$ cat src/rtl/pipe_ctrl_stage.sv
// Pipeline stage register carrying a WIDTH-bit bundle over valid/ready, with flush-to-bubble,
// an optional one-entry skid buffer for a registered in_ready, and saturating stall/bubble counters.
module pipe_ctrl_stage #(
  parameter int unsigned      WIDTH  = 16,
  parameter logic [WIDTH-1:0] BUBBLE = '0,
  parameter int unsigned      SKID   = 1,
  parameter int unsigned      CNT_W  = 16
) (
  input  logic             CLK,
  input  logic             Reset,
  input  logic             in_valid,
  input  logic [WIDTH-1:0] in_data,
  output logic             in_ready,
  input  logic             flush,
  output logic             out_valid,
  output logic [WIDTH-1:0] out_data,
  input  logic             out_ready,
  output logic [CNT_W-1:0] stall_cnt,
  output logic [CNT_W-1:0] bubble_cnt
);

  localparam logic [CNT_W-1:0] CNT_ONE = {{(CNT_W-1){1'b0}}, 1'b1};

  logic             main_valid_q, main_valid_d;
  logic [WIDTH-1:0] main_data_q, main_data_d;
  logic             sk_valid_q, sk_valid_d;
  logic [WIDTH-1:0] sk_data_q, sk_data_d;
  logic [CNT_W-1:0] stall_q, stall_d;
  logic [CNT_W-1:0] bubble_q, bubble_d;
  logic             accept, drain;

  assign accept = in_valid & in_ready;
  assign drain  = main_valid_q & out_ready;

  always_comb begin
    main_valid_d = main_valid_q;
    main_data_d  = main_data_q;
    sk_valid_d   = sk_valid_q;
    sk_data_d    = sk_data_q;
    if (flush) begin
      main_valid_d = 1'b0;
      main_data_d  = BUBBLE;
      sk_valid_d   = 1'b0;
      sk_data_d    = BUBBLE;
    end else if (SKID != 0) begin
      if (sk_valid_q) begin
        // in_ready is low while skid is full, so only a drain can happen here
        if (drain) begin
          main_valid_d = 1'b1;
          main_data_d  = sk_data_q;
          sk_valid_d   = 1'b0;
          sk_data_d    = BUBBLE;
        end
      end else if (!main_valid_q || drain) begin
        if (accept) begin
          main_valid_d = 1'b1;
          main_data_d  = in_data;
        end else if (drain) begin
          main_valid_d = 1'b0;
          main_data_d  = BUBBLE;
        end
      end else if (accept) begin
        sk_valid_d = 1'b1;
        sk_data_d  = in_data;
      end
    end else begin
      if (accept) begin
        main_valid_d = 1'b1;
        main_data_d  = in_data;
      end else if (drain) begin
        main_valid_d = 1'b0;
        main_data_d  = BUBBLE;
      end
    end
  end

  always_comb begin
    stall_d  = stall_q;
    bubble_d = bubble_q;
    if (main_valid_q && !out_ready && (stall_q != {CNT_W{1'b1}}))
      stall_d = stall_q + CNT_ONE;
    if (!main_valid_q && (bubble_q != {CNT_W{1'b1}}))
      bubble_d = bubble_q + CNT_ONE;
  end

  always_ff @(negedge CLK or posedge Reset) begin
    if (Reset) begin
      main_valid_q <= 1'b0;
      main_data_q  <= BUBBLE;
      sk_valid_q   <= 1'b0;
      sk_data_q    <= BUBBLE;
      stall_q      <= '0;
      bubble_q     <= '0;
    end else begin
      main_valid_q <= main_valid_d;
      main_data_q  <= main_data_d;
      sk_valid_q   <= sk_valid_d;
      sk_data_q    <= sk_data_d;
      stall_q      <= stall_d;
      bubble_q     <= bubble_d;
    end
  end

  generate
    if (SKID != 0) begin : g_skid
      // Registered copy of !sk_valid so in_ready leaves the stage straight from a flop
      logic in_ready_q;
      always_ff @(negedge CLK or posedge Reset) begin
        if (Reset) in_ready_q <= 1'b1;
        else       in_ready_q <= ~sk_valid_d;
      end
      assign in_ready = in_ready_q;
    end else begin : g_noskid
      assign in_ready = out_ready | ~main_valid_q;
    end
  endgenerate

  assign out_valid  = main_valid_q;
  assign out_data   = main_data_q;
  assign stall_cnt  = stall_q;
  assign bubble_cnt = bubble_q;

endmodule

$ cat config.mk
export PLATFORM = sky130hd
export DESIGN_NAME = pipe_ctrl_stage
export DESIGN_NICKNAME = d
export VERILOG_FILES = /design/src/rtl/pipe_ctrl_stage.sv
export SDC_FILE = /design/constraint.sdc
export NUM_CORES = 1
export LEC_CHECK = 0
export CORE_MARGIN = 5
export CORE_UTILIZATION = 50
export CTS_CLUSTER_SIZE = 8
export DETAILED_ROUTE_END_ITERATION = 8
export PLACE_DENSITY = 0.8
export SETUP_SLACK_MARGIN = 0.5
export SYNTH_ARGS = -nofsm -noshare
export SYNTH_HDL_FRONTEND = slang
export SYNTH_SLANG_ARGS = --single-unit
$ cat constraint.sdc
create_clock -name CLK -period 2.5 [get_ports CLK]
set_clock_uncertainty 0.1 [all_clocks]
set_input_delay 0.625 -clock CLK [delete_from_list [all_inputs] [get_ports CLK]]
set_output_delay 0.625 -clock CLK [all_outputs]
set_load 0.005 [all_outputs]
==> results.json, run 1 <==
{
  "synth_seq_cells": 67,
  "wl_per_cell_um": 28.7,
  "drcViolationCount": 0,
  "dieArea_mm2": 0.00775,
  "dieWidth_um": 88.0,
  "setup_tns_ns": -33.59,
  "grt_usage_pct": 34.5,
  "start_util_pct": 51.4,
  "path_clk_slew_ns": 0.05,
  "grtUsageMet2_pct": 58.6,
  "crit_path_start": "in_ready",
  "root_buffer": "clkbuf_8",
  "critPathSlowestCell": "dfstp_2",
  "dpl.cell_count": 445,
  "fillers": 152,
  "crit_path_end": "in_ready",
  "port_buffers": 70,
  "ir_drop_uv": 758,
  "antenna_found_initial": 0,
  "num_vias": 3611,
  "met1_usage_pct": 42.0,
  "multi_input_area_mm2": 0.00189,
  "drt-initial-drc-count": 373,
  "overflow": 0,
  "ys_warn_count": 0,
  "fin_ws_ns": -0.503,
  "hold_violations": 0,
  "rrSetupSlack_ns": 0.09,
  "critical_path_cell_count": 1,
  "die_h_um": 88.0,
  "cts_buffers": 9,
  "r2r_start": "stall_cnt[1]",
  "area_growth_pct": 83.4,
  "final_cell_mix": "buf_4, dfrtn_1, buf_2",
  "outcome": "finished, violations left",
  "detail-route-antenna-nets": 0,
  "crit_family": "flip-flops",
  "min_path_type": "reg -> reg",
  "drive_gt1_share_pct": 58.4,
  "fin_nets": 485,
  "drv_cap": 0,
  "p_per_area_mw_per_mm2": 624,
  "synthDistinctLibCells": 40,
  "path_max_fanout": 2,
  "worst_ep_arrival_time_ns": 2.28,
  "vias_per_cell": 6.67,
  "fin_cells": 541,
  "slowest_delay_ns": 0.54,
  "worstMarginPinSlew_ns": 0.682,
  "fp-row-count": 28,
  "regArea_mm2": 0.00168,
  "cts_buffer_depth": 2,
  "yosysSeqAreaShare_pct": 55.1,
  "postSynthNetCount": 288,
  "worstPathCellList": "buf_6",
  "dr.pass1.iters": 5,
  "leakagePower_uw": 0.00282,
  "power.total_uw": 3490,
  "hpwl_mm": 5.58,
  "cts_hold_buf": 0,
  "place_congestion": 0.871,
  "syn_inst": 265,
  "rsz0062_at_grt": "yes",
  "slew_headroom_pct": 54.4,
  "h-tree-depth": 3,
  "num_antenna_cells": 0,
  "coreArea_mm2": 0.00592,
  "endpoint_kind": "primary output",
  "grt_pass1_vias": 3533,
  "finish.utilization_pct": 94.3,
  "report.final.slew_viol_count": 0,
  "worst_setup_path_start_kind": "flip-flop",
  "grt_use_met3_pct": 5.93,
  "synth_area_per_cell_um2": 11.5,
  "pin_count": 71,
  "grt_max_degree": 22,
  "layout_commonest_cell": "buf_4",
  "grt_pass1_wl_mm": 19.9,
  "finalSetupViolCount": 97,
  "reg2reg_depth": 10,
  "busiest_layer": "met2",
  "violations": "setup timing",
  "r2r_end": "stall_cnt[15]",
  "crit_type": "reg -> out",
  "syn_area_mm2": 0.00305,
  "cts_num_sinks": 67,
  "drt_wl_total_mm": 15.5,
  "clk_latency_ns": 0.39,
  "cts_tree": "done",
  "worstPathRequired_ns": 1.77,
  "critPathBufInv": 1
}
[cells in the mapped netlist, drive strengths merged]
library cell	number	share of area [%]
nand3b	1	0.25
dfstp	1	0.86
clkbuf	6	0.74
a41oi	1	0.53
o31ai	16	3.9
nand2b	2	0.41
buf	7	1.1
a2111oi	1	0.49
a21oi	5	0.82
nand4	10	2.8
and3	9	1.8
xnor2	16	4.6
or2	1	0.21
nor3	3	0.49
mux2	4	1.6
o21a	1	0.25
and4	3	0.86
xor2	10	2.9
nor3b	1	0.25
a22o	16	4.6
dfrtn	66	54
o21ai	5	0.82
ha	2	0.82
mux2i	1	0.33
nor2	7	0.95
nand2	21	2.6
a22oi	16	3.9
and4b	1	0.33
nor4	4	1.5
o2111ai	2	0.58
nor4b	4	1.2
inv	8	0.99
nand3	14	2.3
[per-stage QoR]
| stage | worst slack [ns] | hold WS (ns) | cell area, µm² |
|---|---|---|---|
| CTS | -0.486 | 0.356 | 5170 |
| floorplan | -0.416 | 0.328 | 3160 |
| global placement | -0.940 | 0.325 | 4260 |
| global route | -0.522 | 0.399 | 5590 |
| finish | -0.503 | 0.378 | 5590 |
| detailed placement | -1.05 | 0.330 | 4260 |
[state kept, by name (all words and copies together), names as in the netlist]
register,cells
bubble_cnt,16
out_data,16
sk_data_q,16
stall_cnt,16
in_ready,1
out_valid,1
sk_valid_q,1
[tightest hold or removal path, delay by kind of cell, from the launching register on]
family / cells / cell delay (ns)
compound gates: 1 / 0.05
flops: 1 / 0.44
simple gates: 1 / 0.07
[cells by family after synthesis]
group	count (synthesis)	synth area share, %
muxes	5	1.93
buffers and inverters	21	2.79
adders and majority gates	2	0.822
AOI/OAI and AO/OA	63	16.0
DFF	67	55.1
and+or+nand+nor	81	15.9
xor gates and xnor gates	26	7.48
[worst min path at each step]
stage	to	cells after the start	startpoint	slack (ns)
floorplan	bubble_cnt[11]	1	bubble_cnt[11]	0.33
global placement	out_data[1]	2	out_data[1]	0.32
detailed placement	out_data[6]	2	out_data[6]	0.33
CTS	out_data[9]	2	out_data[9]	0.36
global route	out_data[1]	2	out_data[1]	0.40
finish	out_data[1]	2	out_data[1]	0.38
[report_power, final]
group	leakage (µW)	switching [µW]	internal (µW)
Clock	0.0000875	445	380
Combinational	0.00184	665	691
Sequential	0.000897	87.7	1220
[final cells by class]
cell class / instances / share of cell area (%)
tap: 75 / 1.68
multi-input combinational: 179 / 33.8
sequential: 67 / 30.0
clock buffer: 12 / 2.60
clock inverter: 4 / 0.336
timing repair buffer: 197 / 31.0
inverter: 7 / 0.538
[layer usage]
metal,wire length [µm],share of wire (%)
met2,7750,50
met3,1530,9.8
met1,5280,34
met4,972,6.3
met5,0,0
[timing repair]
action / 4_1_cts / 5_1_grt
endpoints found under the hold margin: 0 / 0
endpoints found under the setup margin: 168 / 118
pin swaps: 54 / 14
cloned: 9 / 0
resized for setup: 318 / 33
setup buffers: 38 / 34
Power figures use the tool's default switching activity.
==> inputs of run 2 (changes only) <==
--- a/config.mk
+++ b/config.mk
@@ -6,10 +6,11 @@
 export NUM_CORES = 1
 export LEC_CHECK = 0
 export CORE_MARGIN = 5
-export CORE_UTILIZATION = 50
+export CORE_UTILIZATION = 52
+export CTS_BUF_LIST = sky130_fd_sc_hd__clkbuf_4
 export CTS_CLUSTER_SIZE = 8
 export DETAILED_ROUTE_END_ITERATION = 8
-export PLACE_DENSITY = 0.8
+export PLACE_DENSITY = 0.83
 export SETUP_SLACK_MARGIN = 0.5
 export SYNTH_ARGS = -nofsm -noshare
 export SYNTH_HDL_FRONTEND = slang
==> run 2 against run 1 <==
- the flow still finishes with violations (setup timing)
- via count grew 3.8%
- first-iteration DRC count grew 26%
- hold slack gained 0.015 ns
- critical path depth is the same
==> results.json, run 2 (synthesis gave the netlist of run 1 again) <==
{
  "fin_ws_ns": -0.586,
  "cts_buffer_depth": 2,
  "regArea_mm2": 0.00168,
  "worstPathRequired_ns": 1.77,
  "reg2reg_depth": 6,
  "drive_gt1_share_pct": 57.0,
  "r2r_end": "stall_cnt[11]",
  "ir_drop_uv": 529,
  "min_delay_path_depth": 1,
  "crit_type": "reg -> out",
  "rsz0062_at_grt": "yes",
  "path_clk_slew_ns": 0.08,
  "dieWidth_um": 86.5,
  "endpoint_kind": "primary output",
  "cts_num_sinks": 67,
  "finalSetupViolCount": 96,
  "hpwl_mm": 5.72,
  "detail-route-antenna-nets": 0,
  "grt_max_degree": 19,
  "p_comb_share_pct": 36.9,
  "critPathBufInv": 1,
  "worstPathCellList": "buf_2",
  "multi_input_area_mm2": 0.00181,
  "hold_slack_ns": 0.393,
  "slew_headroom_pct": 53.0,
  "cts_hold_buf": 0,
  "slowest_delay_ns": 0.53,
  "sw_frac_of_total_pct": 36.7,
  "clk_latency_ns": 0.46,
  "rrSetupSlack_ns": 0.23,
  "fin_area_mm2": 0.00540,
  "grt_pass1_wl_mm": 18.4,
  "num_antenna_cells": 0,
  "outcome": "finished, violations left",
  "dpl-instance-area_mm2": 0.00429,
  "antenna_found_initial": 0,
  "worst_setup_path_start_kind": "flip-flop",
  "area_growth_pct": 77.2,
  "switchingPower_uw": 1170,
  "root_buffer": "clkbuf_4",
  "min_to": "sk_data_q[11]",
  "die_h_um": 86.5,
  "dpl.cell_count": 445,
  "violations": "setup timing",
  "pin_count": 71,
  "busiest_layer": "met2",
  "fin_cells": 533,
  "fillers": 116,
  "port_buffers": 70,
  "overflow": 0,
  "start_util_pct": 54.3,
  "min_path_type": "reg -> reg",
  "h-tree-depth": 3,
  "critPathSlowestCell": "dfstp_2",
  "hold_violations": 0,
  "met1_usage_pct": 38.1,
  "dr.pass1.iters": 5,
  "p_int_uw": 2030,
  "worstMarginPinSlew_ns": 0.702,
  "drt-initial-drc-count": 471,
  "r2r_start": "stall_cnt[3]",
  "p_per_area_mw_per_mm2": 593,
  "grtUsageMet2_pct": 55.1,
  "cts_buffers": 9,
  "leakagePower_uw": 0.00275,
  "crit_family": "flip-flops",
  "worst_ep_arrival_time_ns": 2.36,
  "grt_usage_pct": 32.3,
  "fin_nets": 479,
  "place_congestion": 0.846,
  "worstHoldStart": "sk_data_q[11]",
  "clockPowerShare_pct": 22.1,
  "coreArea_mm2": 0.00561,
  "pwr-share-seq_pct": 41.0,
  "drt_wl_total_mm": 15.5,
  "drcViolationCount": 0,
  "dieArea_mm2": 0.00749,
  "wl_per_cell_um": 29.0,
  "cts_tree": "done",
  "final_cell_mix": "buf_4, dfrtn_1, buf_2",
  "grt_use_met3_pct": 8.17,
  "vias_per_cell": 7.03,
  "drv_cap": 0,
  "grt_pass1_vias": 3360,
  "fp-row-count": 27,
  "num_vias": 3747,
  "layout_commonest_cell": "buf_4",
  "report.final.slew_viol_count": 0,
  "path_max_fanout": 2
}
run 2: cell count changes in the layout (fill, tap and decap cells not counted), moves of 3 or more:
cell      before  now
inv_2          0    3
buf_4         98   87
buf_6         13   18
clkbuf_8      10    0
o31ai_4        8    3
o31ai_1        0    3
clkbuf_4       0   13
a22oi_2        3    0
a22oi_1       13   16
run 2: how the worst max path moves through the flow:
stage | start | endpoint | slack (ns) | cells after the start
3_5_place_dp | out_ready | sk_data_q[4] | -1.07 | 6
4_1_cts | in_ready | in_ready | -0.54 | 1
6_report | in_ready | in_ready | -0.59 | 1
2_1_floorplan | in_valid | sk_data_q[0] | -0.42 | 5
3_3_place_gp | out_ready | sk_data_q[1] | -0.96 | 6
5_1_grt | in_ready | in_ready | -0.60 | 1
run 2: power by group through the flow:
stage / clock, µW / combinational (µW) / sequential (µW)
final: 707 / 1180 / 1310
after global routing: 726 / 1230 / 1320
after CTS: 630 / 909 / 1290
after detailed placement: 5.01 / 873 / 1310
after global placement: 5.01 / 833 / 1300
after floorplan: 5.01 / 276 / 1370
run 2: per-stage QoR:
step	TNS, ns	utilization [%]	setup WS (ns)	power, µW
global route	-35.40	96.2	-0.597	3270
CTS	-26.68	86.1	-0.540	2830
floorplan	-24.29	-	-0.416	1650
global placement	-64.84	76.6	-0.957	2140
finish	-33.53	96.2	-0.586	3200
detailed placement	-69.41	76.6	-1.07	2180
run 2: repair_timing:
action,in CTS,in global routing
pin swaps,48,16
gates cloned,6,1
setup endpoints to repair,168,125
buffers inserted,26,39
gates resized for setup,290,37
run 2: routing by layer:
layer  up-vias  routed length [µm]  part of all wire [%]
met5         -                   0                     0
met4         0                1400                   9.1
met3       156                1620                    10
met2       424                7250                    47
met1      1790                5180                    34
li1       1377                   -                     -
run 2: final cells by class:
| cell class | count | area share [%] |
|---|---|---|
| clock buffer | 13 | 1.81 |
| clock inverter | 4 | 0.278 |
| inverter | 7 | 0.557 |
| multi-input combinational | 179 | 33.5 |
| sequential | 67 | 31.1 |
| tap | 72 | 1.67 |
| timing repair buffer | 191 | 31.1 |
run 2: worst reg2reg max path: stages, from the launching register on:
cell and delay [ns]:
dfrtn_1 0.46, buf_4 0.12, buf_4 0.11, nand4_1 0.56, nor2_1 0.37, nor4b_4 0.30
xnor2_1 0.10
==> inputs of run 3 (changes only) <==
--- a/config.mk
+++ b/config.mk
@@ -6,11 +6,13 @@
 export NUM_CORES = 1
 export LEC_CHECK = 0
 export CORE_MARGIN = 5
-export CORE_UTILIZATION = 52
+export CORE_UTILIZATION = 62
 export CTS_BUF_LIST = sky130_fd_sc_hd__clkbuf_4
+export CTS_CLUSTER_DIAMETER = 200
 export CTS_CLUSTER_SIZE = 8
 export DETAILED_ROUTE_END_ITERATION = 8
-export PLACE_DENSITY = 0.83
+export DONT_BUFFER_PORTS = 1
+export PLACE_DENSITY = 0.78
 export SETUP_SLACK_MARGIN = 0.5
 export SYNTH_ARGS = -nofsm -noshare
 export SYNTH_HDL_FRONTEND = slang
==> run 3 against run 2 <==
- the run still ends with setup timing left
- critical path type unchanged
- routed wire length down 37%
- critical path depth down 1
- largest power group unchanged
- worst setup slack better by 0.15 ns
==> results.json, run 3 (synthesis gave the netlist of run 1 again) <==
{
  "outcome": "finished, violations left",
  "violations": "setup timing",
  "wl_per_cell_um": 24.2,
  "dieArea_mm2": 0.00641,
  "reg2reg_depth": 7,
  "drt_wl_total_mm": 9.74,
  "worst_setup_path_start_kind": "flip-flop",
  "fin_area_mm2": 0.00425,
  "worstPathRequired_ns": 1.77,
  "p_int_uw": 1850,
  "grt_pass1_wl_mm": 13.4,
  "fin_ws_ns": -0.433,
  "cts_hold_buf": 0,
  "endpoint_kind": "primary output",
  "dpl.cell_count": 363,
  "path_max_fanout": 2,
  "worst_ep_arrival_time_ns": 2.21,
  "drcViolationCount": 0,
  "hpwl_mm": 4.90,
  "layout_commonest_cell": "dfrtn_1",
  "cts_buffer_depth": 2,
  "place_congestion": 0.829,
  "r2r_end": "stall_cnt[1]",
  "hold_violations": 0,
  "dpl-instance-area_mm2": 0.00348,
  "port_buffers": 0,
  "finalSetupViolCount": 88,
  "grt_max_degree": 36,
  "num_antenna_cells": 0,
  "report.final.slew_viol_count": 0,
  "cts_buffers": 9,
  "vias_per_cell": 6.61,
  "power.total_uw": 2750,
  "antenna_found_initial": 0,
  "fp-row-count": 25,
  "leakagePower_uw": 0.00195,
  "worstHoldStart": "sk_data_q[2]",
  "grt_pass1_vias": 2623,
  "sw_frac_of_total_pct": 32.6,
  "die_h_um": 80.1,
  "root_buffer": "clkbuf_4",
  "multi_input_area_mm2": 0.00173,
  "min_delay_path_depth": 1,
  "setup_tns_ns": -17.88,
  "ir_drop_uv": 432,
  "path_clk_slew_ns": 0.07,
  "p_per_area_mw_per_mm2": 647,
  "fillers": 214,
  "overflow": 0,
  "dr.pass1.iters": 5,
  "worstMarginPinSlew_ns": 0.716,
  "clockPowerShare_pct": 25.5,
  "fin_cells": 403,
  "start_util_pct": 64.1,
  "h-tree-depth": 3,
  "min_path_type": "reg -> reg",
  "drv_cap": 0,
  "dieWidth_um": 80.1,
  "coreArea_mm2": 0.00475,
  "r2r_start": "stall_cnt[0]",
  "switchingPower_uw": 896,
  "cts_num_sinks": 67,
  "cts_tree": "done",
  "p_comb_share_pct": 25.9,
  "regArea_mm2": 0.00168,
  "rrSetupSlack_ns": 0.29,
  "hold_slack_ns": 0.360,
  "final_cell_mix": "dfrtn_1, buf_4, a22oi_1, a22o_1, xnor2_1",
  "slew_headroom_pct": 52.1,
  "clk_latency_ns": 0.42,
  "crit_type": "reg -> out",
  "pin_count": 71,
  "drive_gt1_share_pct": 44.3,
  "pwr-share-seq_pct": 48.6,
  "area_growth_pct": 39.5,
  "grt_usage_pct": 27.6,
  "drt-initial-drc-count": 237,
  "rsz0062_at_grt": "yes",
  "detail-route-antenna-nets": 0,
  "num_vias": 2662,
  "fin_nets": 354,
  "min_to": "sk_data_q[2]"
}
-- run 3: how the worst max path moves through the flow --
stage          cells after the start  slack, ns            to     start
2_1_floorplan                      5      -0.42  sk_data_q[0]  in_valid
3_3_place_gp                       4      -0.77   out_data[8]  in_valid
3_5_place_dp                       4      -0.80   out_data[1]  in_valid
4_1_cts                            0      -0.44      in_ready  in_ready
5_1_grt                            0      -0.49      in_ready  in_ready
6_report                           0      -0.43      in_ready  in_ready
-- run 3: per-layer routing --
metal / part of all wire (%) / global-route usage (%)
met1: 37 / 33.7
met2: 52 / 45.4
met3: 7.9 / 8.41
met4: 3.6 / 11.3
met5: 0 / 0
-- run 3: through the flow --
step           utilization [%]  setup slack, ns
3_3_place_gp              73.3           -0.766
2_1_floorplan                -           -0.416
4_1_cts                   82.4           -0.437
6_report                  89.4           -0.433
5_1_grt                   89.4           -0.493
3_5_place_dp              73.3           -0.800
-- run 3: timing repair --
item,4_1_cts,5_1_grt
buffers inserted,8,10
pin swaps,21,23
endpoints found under the setup margin,101,107
cloned,4,2
gates resized for setup,42,52
-- run 3: cell type report --
type | count | share of cell area [%]
Multi-Input combinational cell | 179 | 40.8
Sequential cell | 67 | 39.5
Timing Repair Buffer | 66 | 14.0
Tap cell | 67 | 1.97
Clock buffer | 10 | 1.77
Clock inverter | 7 | 1.30
Inverter | 7 | 0.707
-- run 3: power groups by stage --
stage	clock [µW]	combinational [µW]	sequential, µW
2_1_floorplan	5.01	276	1370
3_3_place_gp	5.01	533	1340
3_5_place_dp	5.01	557	1350
4_1_cts	689	618	1330
5_1_grt	759	770	1350
6_report	702	711	1340
